$ cat src/rtl/fc_alu_sequencer_if.sv
// fc_alu_sequencer_if: bundles the layer control, memory read, ALU and output stream
//   signals of the FC ALU sequencer.
//   control : start, num_neurons, base_addr -> busy, done
//   memory  : mem_rd_req, mem_rd_addr -> mem_rd_valid, mem_rd_data
//   alu     : alu_values, alu_load_enable, alu_enable, alu_clear -> alu_value
//   stream  : out_valid, out_data, out_index -> out_ready
//   modport master = sequencer side, slave = environment side.
interface fc_alu_sequencer_if #(
   parameter int SIZE     = 16,
   parameter int INPUT_SZ = 2,
   parameter int NEURON_W = 6,
   parameter int MEM_AW   = 8
);
   logic                         start;
   logic [NEURON_W-1:0]          num_neurons;
   logic [MEM_AW-1:0]            base_addr;
   logic                         busy;
   logic                         done;
   logic                         mem_rd_req;
   logic [MEM_AW-1:0]            mem_rd_addr;
   logic                         mem_rd_valid;
   logic [(INPUT_SZ+1)*SIZE-1:0] mem_rd_data;
   logic [(INPUT_SZ+1)*SIZE-1:0] alu_values;
   logic [1:0]                   alu_load_enable;
   logic                         alu_enable;
   logic                         alu_clear;
   logic [SIZE-1:0]              alu_value;
   logic                         out_valid;
   logic                         out_ready;
   logic [SIZE-1:0]              out_data;
   logic [NEURON_W-1:0]          out_index;
   modport master (
      input  start, num_neurons, base_addr, mem_rd_valid, mem_rd_data, alu_value, out_ready,
      output busy, done, mem_rd_req, mem_rd_addr, alu_values, alu_load_enable, alu_enable,
             alu_clear, out_valid, out_data, out_index
   );
   modport slave (
      output start, num_neurons, base_addr, mem_rd_valid, mem_rd_data, alu_value, out_ready,
      input  busy, done, mem_rd_req, mem_rd_addr, alu_values, alu_load_enable, alu_enable,
             alu_clear, out_valid, out_data, out_index
   );
endinterface

$ cat src/rtl/fc_alu_sequencer.sv
// fc_alu_sequencer: runs one FC layer on the FC ALU -- fetches the input vector once,
//   then per neuron fetches bias+weights, loads the ALU, captures and streams the result.
//   clk, rst (sync, active-high) plain ports; everything else on bus (master modport):
//   start/num_neurons/base_addr in, busy/done out; mem_rd_req/addr out, mem_rd_valid/data in;
//   alu_values/alu_load_enable/alu_enable/alu_clear out, alu_value in;
//   out_valid/out_data/out_index out, out_ready in.
//   Optional macro FC_SEQ_RELU_EN: clamp negative ALU results to zero at capture.
module fc_alu_sequencer #(
   parameter int SIZE     = 16,
   parameter int INPUT_SZ = 2,
   parameter int NEURON_W = 6,
   parameter int MEM_AW   = 8
) (
   input logic              clk,
   input logic              rst,
   fc_alu_sequencer_if.master bus
);
   typedef enum logic [3:0] {IDLE, CLR, FETCH_V, LOAD_V, FETCH_WB, LOAD_WB, WAIT, EMIT, FIN} state_t;
   state_t              state, state_nx;
   logic [NEURON_W:0]   n;
   logic [NEURON_W-1:0] num_q;
   logic [MEM_AW-1:0]   base_q;
   logic [SIZE-1:0]     res;
   logic                fetching, rd_ok, fire, last;
   assign fetching = state == FETCH_V || state == FETCH_WB;
   assign rd_ok    = fetching && bus.mem_rd_valid;
   assign fire     = state == EMIT && bus.out_ready;
   // n is one bit wider than the count so n+1 never aliases back onto a small num_q
   assign last     = n + (NEURON_W+1)'(1) == {1'b0, num_q};
`ifdef FC_SEQ_RELU_EN
   assign res = bus.alu_value[SIZE-1] ? '0 : bus.alu_value;
`else
   assign res = bus.alu_value;
`endif
   always_ff @(posedge clk)
      state <= rst ? IDLE : state_nx;
   always_comb begin
      state_nx = state;
      case (state)
         IDLE:     state_nx = bus.start ? CLR : IDLE;
         CLR:      state_nx = num_q == '0 ? FIN : FETCH_V;
         FETCH_V:  state_nx = rd_ok ? LOAD_V : FETCH_V;
         LOAD_V:   state_nx = FETCH_WB;
         FETCH_WB: state_nx = rd_ok ? LOAD_WB : FETCH_WB;
         LOAD_WB:  state_nx = WAIT;
         WAIT:     state_nx = EMIT;
         EMIT:     state_nx = fire ? (last ? FIN : FETCH_WB) : EMIT;
         FIN:      state_nx = IDLE;
         default:  state_nx = IDLE;
      endcase
   end
   always_comb begin
      bus.busy            = state != IDLE;
      bus.done            = state == FIN;
      bus.mem_rd_req      = fetching;
      // the vector sits at base; neuron n's bias+weights at base+1+n, wrapping in MEM_AW bits
      bus.mem_rd_addr     = state == FETCH_V  ? base_q :
                            state == FETCH_WB ? base_q + MEM_AW'(n) + MEM_AW'(1) : '0;
      bus.alu_enable      = state == LOAD_V || state == LOAD_WB;
      bus.alu_load_enable = state == LOAD_V ? 2'd0 : state == LOAD_WB ? 2'd1 : 2'd2;
      bus.out_valid       = state == EMIT;
   end
   always_ff @(posedge clk) begin
      if (rst) begin
         n              <= '0;
         num_q          <= '0;
         base_q         <= '0;
         bus.alu_values <= '0;
         bus.alu_clear  <= 1'b1;
         bus.out_data   <= '0;
         bus.out_index  <= '0;
      end else begin
         bus.alu_clear <= state_nx == CLR;
         if (state == IDLE && bus.start) begin
            num_q  <= bus.num_neurons;
            base_q <= bus.base_addr;
            n      <= '0;
         end
         // the captured word feeds the ALU directly in the following load cycle
         if (rd_ok)
            bus.alu_values <= bus.mem_rd_data;
         if (state == WAIT) begin
            bus.out_data  <= res;
            bus.out_index <= n[NEURON_W-1:0];
         end
         if (fire)
            n <= n + (NEURON_W+1)'(1);
      end
   end
endmodule
$ cat src/flat_wrapper.sv
// flat-port wrapper written by rule: the top's interface ports become plain ports
module fc_alu_sequencer_flat 
#(
   parameter int SIZE     = 16,
   parameter int INPUT_SZ = 2,
   parameter int NEURON_W = 6,
   parameter int MEM_AW   = 8
)
  (clk, rst, bus_start, bus_num_neurons, bus_base_addr, bus_mem_rd_valid, bus_mem_rd_data, bus_alu_value, bus_out_ready, bus_busy, bus_done, bus_mem_rd_req, bus_mem_rd_addr, bus_alu_values, bus_alu_load_enable, bus_alu_enable, bus_alu_clear, bus_out_valid, bus_out_data, bus_out_index);
  fc_alu_sequencer_if #(.SIZE(SIZE), .INPUT_SZ(INPUT_SZ), .NEURON_W(NEURON_W), .MEM_AW(MEM_AW)) bus_i ();
  input logic clk;
  input logic rst;
  input wire logic [$bits(bus_i.start)-1:0] bus_start;
  input wire logic [$bits(bus_i.num_neurons)-1:0] bus_num_neurons;
  input wire logic [$bits(bus_i.base_addr)-1:0] bus_base_addr;
  input wire logic [$bits(bus_i.mem_rd_valid)-1:0] bus_mem_rd_valid;
  input wire logic [$bits(bus_i.mem_rd_data)-1:0] bus_mem_rd_data;
  input wire logic [$bits(bus_i.alu_value)-1:0] bus_alu_value;
  input wire logic [$bits(bus_i.out_ready)-1:0] bus_out_ready;
  output wire logic [$bits(bus_i.busy)-1:0] bus_busy;
  output wire logic [$bits(bus_i.done)-1:0] bus_done;
  output wire logic [$bits(bus_i.mem_rd_req)-1:0] bus_mem_rd_req;
  output wire logic [$bits(bus_i.mem_rd_addr)-1:0] bus_mem_rd_addr;
  output wire logic [$bits(bus_i.alu_values)-1:0] bus_alu_values;
  output wire logic [$bits(bus_i.alu_load_enable)-1:0] bus_alu_load_enable;
  output wire logic [$bits(bus_i.alu_enable)-1:0] bus_alu_enable;
  output wire logic [$bits(bus_i.alu_clear)-1:0] bus_alu_clear;
  output wire logic [$bits(bus_i.out_valid)-1:0] bus_out_valid;
  output wire logic [$bits(bus_i.out_data)-1:0] bus_out_data;
  output wire logic [$bits(bus_i.out_index)-1:0] bus_out_index;
  assign bus_i.start = bus_start;
  assign bus_i.num_neurons = bus_num_neurons;
  assign bus_i.base_addr = bus_base_addr;
  assign bus_i.mem_rd_valid = bus_mem_rd_valid;
  assign bus_i.mem_rd_data = bus_mem_rd_data;
  assign bus_i.alu_value = bus_alu_value;
  assign bus_i.out_ready = bus_out_ready;
  assign bus_busy = bus_i.busy;
  assign bus_done = bus_i.done;
  assign bus_mem_rd_req = bus_i.mem_rd_req;
  assign bus_mem_rd_addr = bus_i.mem_rd_addr;
  assign bus_alu_values = bus_i.alu_values;
  assign bus_alu_load_enable = bus_i.alu_load_enable;
  assign bus_alu_enable = bus_i.alu_enable;
  assign bus_alu_clear = bus_i.alu_clear;
  assign bus_out_valid = bus_i.out_valid;
  assign bus_out_data = bus_i.out_data;
  assign bus_out_index = bus_i.out_index;
  fc_alu_sequencer #(.SIZE(SIZE), .INPUT_SZ(INPUT_SZ), .NEURON_W(NEURON_W), .MEM_AW(MEM_AW)) u_core (.clk(clk), .rst(rst), .bus(bus_i));
endmodule
$ cat config.mk
export PLATFORM = sky130hd
export DESIGN_NAME = fc_alu_sequencer_flat
export DESIGN_NICKNAME = d
export VERILOG_FILES = /design/src/rtl/fc_alu_sequencer_if.sv /design/src/rtl/fc_alu_sequencer.sv /design/src/flat_wrapper.sv
export SDC_FILE = /design/constraint.sdc
export NUM_CORES = 1
export LEC_CHECK = 0
export CELL_PAD_IN_SITES_DETAIL_PLACEMENT = 0
export CELL_PAD_IN_SITES_GLOBAL_PLACEMENT = 1
export CORE_MARGIN = 2
export CORE_UTILIZATION = 32
export CTS_CLUSTER_DIAMETER = 100
export DETAILED_ROUTE_END_ITERATION = 10
export PLACE_DENSITY = 0.87
export SYNTH_ARGS = -nofsm -noshare
export SYNTH_HDL_FRONTEND = slang
export SYNTH_SLANG_ARGS = --single-unit
$ cat constraint.sdc
create_clock -name clk -period 6.4 [get_ports clk]
set_input_delay 1.28 -clock clk [delete_from_list [all_inputs] [get_ports clk]]
set_output_delay 1.28 -clock clk [all_outputs]
set_load 0.02 [all_outputs]
==> results of run 1 <==
metal layers:
| layer | track usage (%) | vias up | share of wire [%] |
|---|---|---|---|
| met5 | 0 | - | 0 |
| met4 | 5.88 | 0 | 1.2 |
| met3 | 6.69 | 9 | 9.8 |
| li1 | - | 2058 | - |
| met1 | 20.8 | 1832 | 42 |
| met2 | 27.4 | 124 | 47 |
cell usage after synthesis (3+ instances only):
cell      count  area, sq um
buf_2         7         35.0
xnor2_1       7         61.3
nor2_1       24         90.1
o31ai_1       3         22.5
inv_1         8         30.0
buf_4         4         30.0
nand2_1     190          713
and3_1        8         50.1
ha_1          8          100
buf_6         4         45.0
o21ai_0      14         70.1
dfxtp_1      96         1920
nor3_1        7         35.0
nand3_1       4         20.0
a21oi_1      96          480
clkbuf_1     19         71.3
and2_1        3         18.8
xor2_1        5         43.8
worst max path at each step:
stage | from | end
after floorplan | u_core.n[0] | bus_mem_rd_addr[6]
after global placement | u_core.n[0] | bus_mem_rd_addr[6]
after detailed placement | u_core.n[0] | bus_mem_rd_addr[6]
after CTS | u_core.n[0] | bus_mem_rd_addr[6]
after global routing | u_core.n[0] | bus_mem_rd_addr[6]
final | u_core.n[0] | bus_mem_rd_addr[6]
registers in the layout, indices dropped and copies added (netlist names):
name and cells:
u_core.bus.alu_values 48, u_core.bus.out_data 16, u_core.base_q 8, u_core.n 7, u_core.bus.out_index 6, u_core.num_q 6
u_core.state 4, u_core.bus.alu_clear 1
worst max-delay path, delay by kind of cell (launching register included):
family | cells | cell delay, ns
compound gates | 4 | 0.79
simple gates | 2 | 0.16
flops | 1 | 0.45
buf+inv | 2 | 0.72
fa+ha+maj | 2 | 0.62
stage by stage:
step / util (%) / power, mW / std cells / hold WS [ns] / worst slack [ns]
2_1_floorplan: - / 0.799 / 537 / 0.450 / 2.89
3_3_place_gp: 46.3 / 0.916 / 846 / 0.442 / 2.49
3_5_place_dp: 46.3 / 0.919 / 846 / 0.448 / 2.45
4_1_cts: 48.6 / 1.45 / 860 / 0.455 / 2.05
5_1_grt: 48.6 / 1.50 / 860 / 0.472 / 1.85
6_report: 48.6 / 1.43 / 860 / 0.453 / 2.04
power groups by stage:
stage,Sequential (mW),Combinational [mW],Clock [mW]
global route,0.656,0.277,0.565
finish,0.652,0.252,0.527
floorplan,0.676,0.124,0
global placement,0.664,0.252,0
CTS,0.652,0.255,0.545
detailed placement,0.665,0.254,0
cell usage in the layout, fill, tap and decap left out, types with 2 or more instances in the layout:
cell type	count
clkbuf_16	9
ha_1	8
nor3_1	7
buf_4	3
a21oi_1	96
xnor2_1	7
xor2_1	5
nand3b_1	2
nor2_1	24
and3_1	8
o21a_1	2
nand2_1	190
inv_1	8
clkdlybuf4s50_1	167
nand3_1	4
dfxtp_1	96
and2_1	4
o21ai_0	14
o31ai_1	3
nor2b_1	2
cell type report:
type | count | area [sq um]
inverter | 8 | 30.0
fill | 1257 | 6460
clock buffer | 11 | 243
sequential | 96 | 1920
tap | 172 | 215
timing repair buffer | 171 | 1700
multi-input combinational | 399 | 1960
clock inverter | 3 | 43.8
kinds of logic after synthesis:
| kind of cell | after synthesis |
|---|---|
| compound gates | 124 |
| xor+xnor | 12 |
| fa+ha+maj | 9 |
| buf+inv | 42 |
| flops | 96 |
| mux | 1 |
| simple gates | 253 |
==> out/metrics.yaml, run 1 <==
outcome:
  status: "finished clean"
hold_path:
  hold_path_class: "reg2reg"
  hold_depth: 2
  hold_start: "u_core.bus.alu_values[18]"
  hold-path-endpoint: "u_core.bus.alu_values[18]"
route:
  ant_nets: 0
  drt_iter0_drc: 137
  drc_errors: 0
  avgViaCountPerCell: 4.68
  wl_per_cell_um: 13.5
  vias: 4023
  wl_mm: 11.6
  dr.pass1.iters: 4
layout:
  drive_above_1_share_pct: 3.05
  fin_nets: 777
  diodes: 0
  final_cell_area_sq_um: 6110
  areaGrowthSynthToFinish_pct: 49.4
synthesis:
  synthesis.area_sq_um: 4090
  synth_top_family_by_area: "simple AND/OR/NAND/NOR gates"
  ys_seq_area_share_pct: 47.0
  synth-async-reset-ratio_pct: 0
  synth_compound_area_share_pct: 16.1
  synth_cells: 537
  synthXorXnorAreaFrac_pct: 2.57
  syn_area_per_cell_sq_um: 7.62
  syn_nets: 629
  synth-edff-count: 0
  yosys_register_bits: 96
  synth_ff_type: "dfxtp_1"
  yosysWarnings: 0
  yosys.area_share.simple_pct: 26.0
  synth.area.mux_share_pct: 0.245
  synthAdderAreaFrac_pct: 2.94
  synth_cell_types: 44
floorplanning:
  fp-row-count: 41
  coreArea_sq_um: 12600
  dieWidth_um: 117
  die_y_um: 117
  dieArea_sq_um: 13700
  boundaryPins: 169
  initial_core_util_pct: 32.5
setup_path:
  rr_worst_depth: 5
  reg2reg_slack_ns: 4.09
  critPathMaxFanout: 7
  critPathLaunchType: "flip-flop"
  max_stage_delay_ns: 0.64
  r2r-start: "u_core.state[2]"
  endpoint_kind: "output pin"
  path_class: "reg2out"
  arrival_ns: 3.08
  path_cells: "inv_1 -> ha_1 -> fa_1 -> nor2b_1 -> o21ai_0 -> a21boi_0 -> o21a_1 -> nor3_1 -> o31ai_1 -> clkdlybuf4s50_1"
  timing.rr.end: "u_core.bus.out_index[1]"
  slowest_stage: "clkdlybuf4s50_1"
  critPathRequiredTime_ns: 5.12
pwr:
  internal-power_mw: 1.06
  pwr-share-clk_pct: 36.8
  swShare_pct: 26.1
  seqPwrFrac_pct: 45.6
  leakagePower_nw: 2.17
  pwr_density_cell_nw_per_um2: 234
  ir_drop_v: 0.000123
  switching_power_mw: 0.373
  pwr-share-comb_pct: 17.6
clock_tree:
  cts_setup_buffers: 0
  clk_latency_ns: 0.34
  cts_root_buffer: "clkbuf_16"
  hold_buffers: 0
  clk_path_buf_depth: 2
  cts_resized: 0
  clock-sinks: 96
  cts_tree: "done"
  cts_buffers: 9
  clk_pin_slew_ns: 0.07
  htreeDepth: 3
place:
  hpwl_mm: 8.49
  place_area_sq_um: 5820
  io_buffers: 168
  place.gp.congestion: 0.892
sta:
  tns_ns: 0
  rsz0062_at_grt: "no"
  finalClockSkew_ns: 0.00500
  slew_headroom_pct: 26.6
  finalHoldViolations: 0
  finalCritPeriodShare_pct: 68.1
  finalSetupViolations: 0
  min_period_ns: 4.36
  worst_slew_pin_slew_ns: 1.10
  fmax_mhz: 230
  slew_violations: 0
global_routing:
  grt_pass1_vias: 3822
  grt.total_usage_pct: 17.0
  grt_pass1_wl_mm: 18.3
  grt_max_degree: 58
  overflow: 0
  antenna_found_initial: 0
run:
  drv_cap: 0
(Power assumes the default switching activity.)
==> run 2, diff against run 1 <==
--- a/config.mk
+++ b/config.mk
@@ -8,10 +8,10 @@
 export CELL_PAD_IN_SITES_DETAIL_PLACEMENT = 0
 export CELL_PAD_IN_SITES_GLOBAL_PLACEMENT = 1
 export CORE_MARGIN = 2
-export CORE_UTILIZATION = 32
+export CORE_UTILIZATION = 27
 export CTS_CLUSTER_DIAMETER = 100
 export DETAILED_ROUTE_END_ITERATION = 10
-export PLACE_DENSITY = 0.87
+export PLACE_DENSITY = 0.78
 export SYNTH_ARGS = -nofsm -noshare
 export SYNTH_HDL_FRONTEND = slang
 export SYNTH_SLANG_ARGS = --single-unit
==> constraint.sdc (replaced) <==
create_clock -name clk -period 3.6 [get_ports clk]
set_input_delay 0.72 -clock clk [delete_from_list [all_inputs] [get_ports clk]]
set_output_delay 0.72 -clock clk [all_outputs]
set_load 0.02 [all_outputs]
==> run 2 against run 1 <==
Compared with the run above:
- via count is 0.80% lower
- global-route usage is 2.4 points lower
- final area is 1.2% higher
- critical path type unchanged
==> out/metrics.yaml, run 2 (same netlist as run 1, synthesis figures left out) <==
setup_path:
  path_class: "reg2out"
  critPathLaunchType: "flip-flop"
  max_stage_delay_ns: 0.65
  rr_worst_depth: 6
  timing.rr.end: "u_core.bus.alu_clear"
  reg2reg_slack_ns: 1.34
  path_cells: "inv_1 -> ha_1 -> fa_1 -> nor2b_1 -> o21ai_0 -> nand2_1 -> nor2_1 -> o31ai_1 -> clkdlybuf4s50_1"
  endpoint_kind: "output pin"
  crit_start: "u_core.n[0]"
  critPathRequiredTime_ns: 2.88
  slowest_stage: "clkdlybuf4s50_1"
  r2r-start: "u_core.state[1]"
  critPathMaxFanout: 7
  arrival_ns: 2.65
global_routing:
  antenna_found_initial: 0
  grt_max_degree: 50
  grt_pass1_wl_mm: 18.9
  overflow: 0
  grt.total_usage_pct: 14.6
  grt_pass1_vias: 3943
layout:
  diodes: 0
  areaGrowthSynthToFinish_pct: 51.2
  final_cell_area_sq_um: 6180
  regMostFlops: "u_core.bus.alu_values"
  mostFrequentLayoutCell: "nand2_1"
  largest_reg_flops: 48
  layout_common_cells: "nand2_1, clkdlybuf4s50_1, a21oi_1"
  fill_cells: 1468
  top_regs: "u_core.bus.alu_values (48), u_core.bus.out_data (16), u_core.base_q (8)"
  fin_nets: 780
  drive_above_1_share_pct: 4.04
floorplanning:
  dieArea_sq_um: 16100
  coreArea_sq_um: 14600
  initial_core_util_pct: 27.9
  boundaryPins: 169
  fp-row-count: 44
  dieWidth_um: 127
  die_y_um: 127
route:
  avgViaCountPerCell: 4.55
  vias: 3991
  drt_iter0_drc: 144
  wl_per_cell_um: 13.5
  drc_errors: 0
  wl_mm: 11.8
  dr.pass1.iters: 4
  ant_nets: 0
pwr:
  leakagePower_nw: 2.20
  pwr_density_cell_nw_per_um2: 426
  ir_drop_v: 0.000299
hold_path:
  hold_start: "u_core.bus.out_index[2]"
  hold_path_class: "reg2reg"
  hold_depth: 2
  hold-path-endpoint: "u_core.bus.out_index[2]"
place:
  hpwl_mm: 8.74
  place_area_sq_um: 5860
  place.gp.congestion: 0.877
  io_buffers: 168
sta:
  finalSetupViolations: 0
  min_period_ns: 3.37
  slew_violations: 0
  slew_headroom_pct: 38.8
  worst_slew_pin_slew_ns: 0.918
  rsz0062_at_grt: "no"
  finalHoldViolations: 0
  finalClockSkew_ns: 0.00634
  tns_ns: 0
  fmax_mhz: 297
  finalCritPeriodShare_pct: 93.6
  hold_ws_ns: 0.453
run:
  drv_cap: 0
clock_tree:
  cts_buffers: 9
  clk_pin_slew_ns: 0.06
  htreeDepth: 3
  clk_path_buf_depth: 2
  cts_root_buffer: "clkbuf_16"
  clock-sinks: 96
  cts_tree: "done"
  clk_latency_ns: 0.34
outcome:
  status: "finished clean"
-- run 2: cell count changes in the layout (fill, tap and decap cells not counted), sizes merged --
cell / delta
clkinvlp: +2
buf: +3
dlygate4sd2: +1
clkdlybuf4s50: -1
bufinv: +1
clkinv: -1
-- run 2: worst max path at each step --
| stage | end | cells after the start | slack (ns) |
|---|---|---|---|
| after detailed placement | bus_mem_rd_addr[6] | 10 | 0.13 |
| after global placement | bus_mem_rd_addr[6] | 10 | 0.24 |
| after CTS | bus_mem_rd_addr[6] | 10 | 0.03 |
| after floorplan | bus_mem_rd_addr[6] | 9 | 0.65 |
| after global routing | bus_mem_rd_addr[4] | 9 | 0.03 |
| final | bus_mem_rd_addr[4] | 9 | 0.23 |
-- run 2: what timing repair did --
item / in CTS / in global routing
pin swaps: 0 / 0
setup buffers: 0 / 0
hold endpoints to repair: 0 / 0
endpoints found under the setup margin: 1 / 2
resized for setup: 1 / 2
hold buffers: 0 / 0
-- run 2: worst max-delay path, delay by kind of cell (launching register included) --
kind	cells	cell delay, ns
adder cells (fa/ha/maj)	2	0.61
buffers and inverters	2	0.71
flip-flops	1	0.40
AO/OA/AOI/OAI	2	0.33
AND/OR/NAND/NOR	3	0.24
-- run 2: area by class of cell --
type	count	area, sq um	share of cell area [%]
clock buffers	11	243	3.92
clock inverters	5	80.1	1.29
inverters	8	30.0	0.486
multi-input cells	399	1960	31.7
flip-flops and latches	96	1920	31.1
well taps	184	230	3.72
repair buffers	174	1720	27.8
-- run 2: layer usage --
metal / vias up / routed length, um / share of wire (%) / global-route usage (%)
met2: 135 / 5380 / 46 / 23.7
met3: 19 / 1140 / 9.7 / 6.83
met4: 0 / 280 / 2.4 / 5.56
met1: 1774 / 5020 / 42 / 16.9
li1: 2063 / - / - / -
met5: - / 0 / 0 / 0
-- run 2: power breakdown --
part / switching (mW) / internal [mW] / total (mW)
combinational: 0.233 / 0.219 / 0.452
clock: 0.397 / 0.626 / 1.02
sequential: 0.0464 / 1.11 / 1.16
-- run 2: per-stage QoR --
stage	worst slack, ns	std cells	utilization [%]	total power [mW]
after CTS	0.0303	877	42.2	2.68
after detailed placement	0.133	861	40.0	1.64
after global routing	0.0315	877	42.2	2.76
after global placement	0.241	861	40.0	1.63
final	0.232	877	42.2	2.64
after floorplan	0.653	537	-	1.42
==> run 3, diff against run 2 <==
--- a/config.mk
+++ b/config.mk
@@ -9,8 +9,8 @@
 export CELL_PAD_IN_SITES_GLOBAL_PLACEMENT = 1
 export CORE_MARGIN = 2
 export CORE_UTILIZATION = 27
-export CTS_CLUSTER_DIAMETER = 100
 export DETAILED_ROUTE_END_ITERATION = 10
+export GPL_ROUTABILITY_DRIVEN = 0
 export PLACE_DENSITY = 0.78
 export SYNTH_ARGS = -nofsm -noshare
 export SYNTH_HDL_FRONTEND = slang
==> run 3 against run 2 <==
Compared with the run above:
- sequential share of layout area is 0.095 points higher
- flip-flop and latch count unchanged
- first-iteration DRC count increased by 17%
- clock skew grew 0.0024 ns
- final area decreased by 0.30%
- global-route usage is 0.18 points higher
- routed wire length grew 0.73%
- combinational power about the same
- via count shrank 0.68%
- cell count did not move
- sequential power is essentially flat
- fmax hardly changed
- critical endpoint is now bus_mem_rd_addr[6]
==> out/metrics.yaml, run 3 (same netlist as run 1, synthesis figures left out) <==
setup_path:
  arrival_ns: 2.65
  slowest_stage: "fa_1"
  crit_start: "u_core.n[0]"
  endpoint: "bus_mem_rd_addr[6]"
  rr_worst_depth: 6
  max_stage_delay_ns: 0.41
  r2r-start: "u_core.state[1]"
  timing.rr.end: "u_core.bus.alu_clear"
  reg2reg_slack_ns: 1.31
  path_class: "reg2out"
  path_cells: "inv_1 -> ha_1 -> fa_1 -> nor2b_1 -> o21ai_0 -> a21boi_1 -> o21a_1 -> nor3_1 -> o31ai_1 -> dlygate4sd2_1"
  endpoint_kind: "output pin"
  critPathLaunchType: "flip-flop"
  critPathRequiredTime_ns: 2.88
  critPathMaxFanout: 7
pwr:
  leakagePower_nw: 2.18
  pwr_density_cell_nw_per_um2: 419
  ir_drop_v: 0.000261
floorplanning:
  fp-row-count: 44
  coreArea_sq_um: 14600
  die_y_um: 127
  dieWidth_um: 127
  boundaryPins: 169
  dieArea_sq_um: 16100
  initial_core_util_pct: 27.9
sta:
  fin_ws_ns: 0.232
  finalCritPeriodShare_pct: 93.6
  slew_headroom_pct: 39.1
  tns_ns: 0
  min_period_ns: 3.37
  finalSetupViolations: 0
  worst_slew_pin_slew_ns: 0.913
  finalHoldViolations: 0
  fmax_mhz: 297
  rsz0062_at_grt: "no"
  finalClockSkew_ns: 0.00876
  slew_violations: 0
layout:
  seq_area_sq_um: 1920
  regMostFlops: "u_core.bus.alu_values"
  fin_cells: 877
  fill_cells: 1463
  mostFrequentLayoutCell: "nand2_1"
  drive_above_1_share_pct: 4.18
  multi_input_area_sq_um: 1960
  largest_reg_flops: 48
  diodes: 0
  fin_nets: 780
  areaGrowthSynthToFinish_pct: 50.7
  top_regs: "u_core.bus.alu_values (48), u_core.bus.out_data (16), u_core.base_q (8)"
  layout_common_cells: "nand2_1, clkdlybuf4s50_1, a21oi_1"
route:
  drt_iter0_drc: 169
  wl_mm: 11.9
  avgViaCountPerCell: 4.52
  wl_per_cell_um: 13.6
  drc_errors: 0
  dr.pass1.iters: 4
  ant_nets: 0
  vias: 3964
place:
  hpwl_mm: 8.74
  post-place-cells: 861
  dp_slack_ns: 0.163
  io_buffers: 168
clock_tree:
  clk_pin_slew_ns: 0.07
  hold_buffers: 0
  cts_tree: "done"
  clk_latency_ns: 0.35
  htreeDepth: 3
  cts_root_buffer: "clkbuf_16"
  clock-sinks: 96
  cts_buffers: 9
  clk_path_buf_depth: 2
global_routing:
  grt_pass1_wl_mm: 19.2
  antenna_found_initial: 0
  overflow: 0
  grt_pass1_vias: 3910
  grt.total_usage_pct: 14.8
  grt_max_degree: 50
run:
  drv_cap: 0
hold_path:
  hold_path_class: "reg2reg"
  hold_depth: 2
outcome:
  status: "finished clean"
run 3: stage by stage:
step	power (mW)	cell area, sq um	util, %	hold slack [ns]
2_1_floorplan	1.42	4090	-	0.450
3_3_place_gp	1.63	5860	40.0	0.441
3_5_place_dp	1.64	5860	40.0	0.446
4_1_cts	2.63	6160	42.1	0.456
5_1_grt	2.72	6170	42.1	0.478
6_report	2.58	6170	42.1	0.455
run 3: final cells by class:
class / count / area share (%)
Inverter: 8 / 0.487
Tap cell: 184 / 3.73
Multi-Input combinational cell: 399 / 31.8
Sequential cell: 96 / 31.2
Clock inverter: 7 / 1.28
Clock buffer: 9 / 3.65
Timing Repair Buffer: 174 / 27.9
run 3: how the worst min path moves through the flow:
stage,from,endpoint,slack [ns]
CTS,u_core.bus.alu_values[35],u_core.bus.alu_values[35],0.46
floorplan,u_core.base_q[0],u_core.base_q[0],0.45
global route,u_core.bus.alu_values[4],u_core.bus.alu_values[4],0.48
detailed placement,u_core.bus.alu_values[35],u_core.bus.alu_values[35],0.45
global placement,u_core.bus.out_index[2],u_core.bus.out_index[2],0.44
finish,u_core.bus.alu_values[35],u_core.bus.alu_values[35],0.45
run 3: per-layer routing:
layer	part of all wire, %	GRT usage [%]
met3	9.6	6.62
met4	1.7	4.85
met5	0	0
met2	45	23.9
met1	44	17.6
run 3: worst max-delay path, delay by kind of cell, from the launching register on:
kind	cells	cell delay [ns]
fa+ha+maj	2	0.62
compound gates	4	0.69
buf+inv	2	0.43
flops	1	0.39
simple gates	2	0.17
run 3: report_power, final:
group	switching [mW]	total (mW)	leakage (nW)	internal, mW
Combinational	0.234	0.452	1.27	0.219
Sequential	0.0450	1.16	0.778	1.11
Clock	0.428	0.972	0.139	0.544
Total	0.706	2.58	2.18	1.88
run 3: timing repair:
action,CTS,global route
endpoints found under the setup margin,1,2
gates cloned,0,0
setup buffers,0,0
resized for setup,1,2
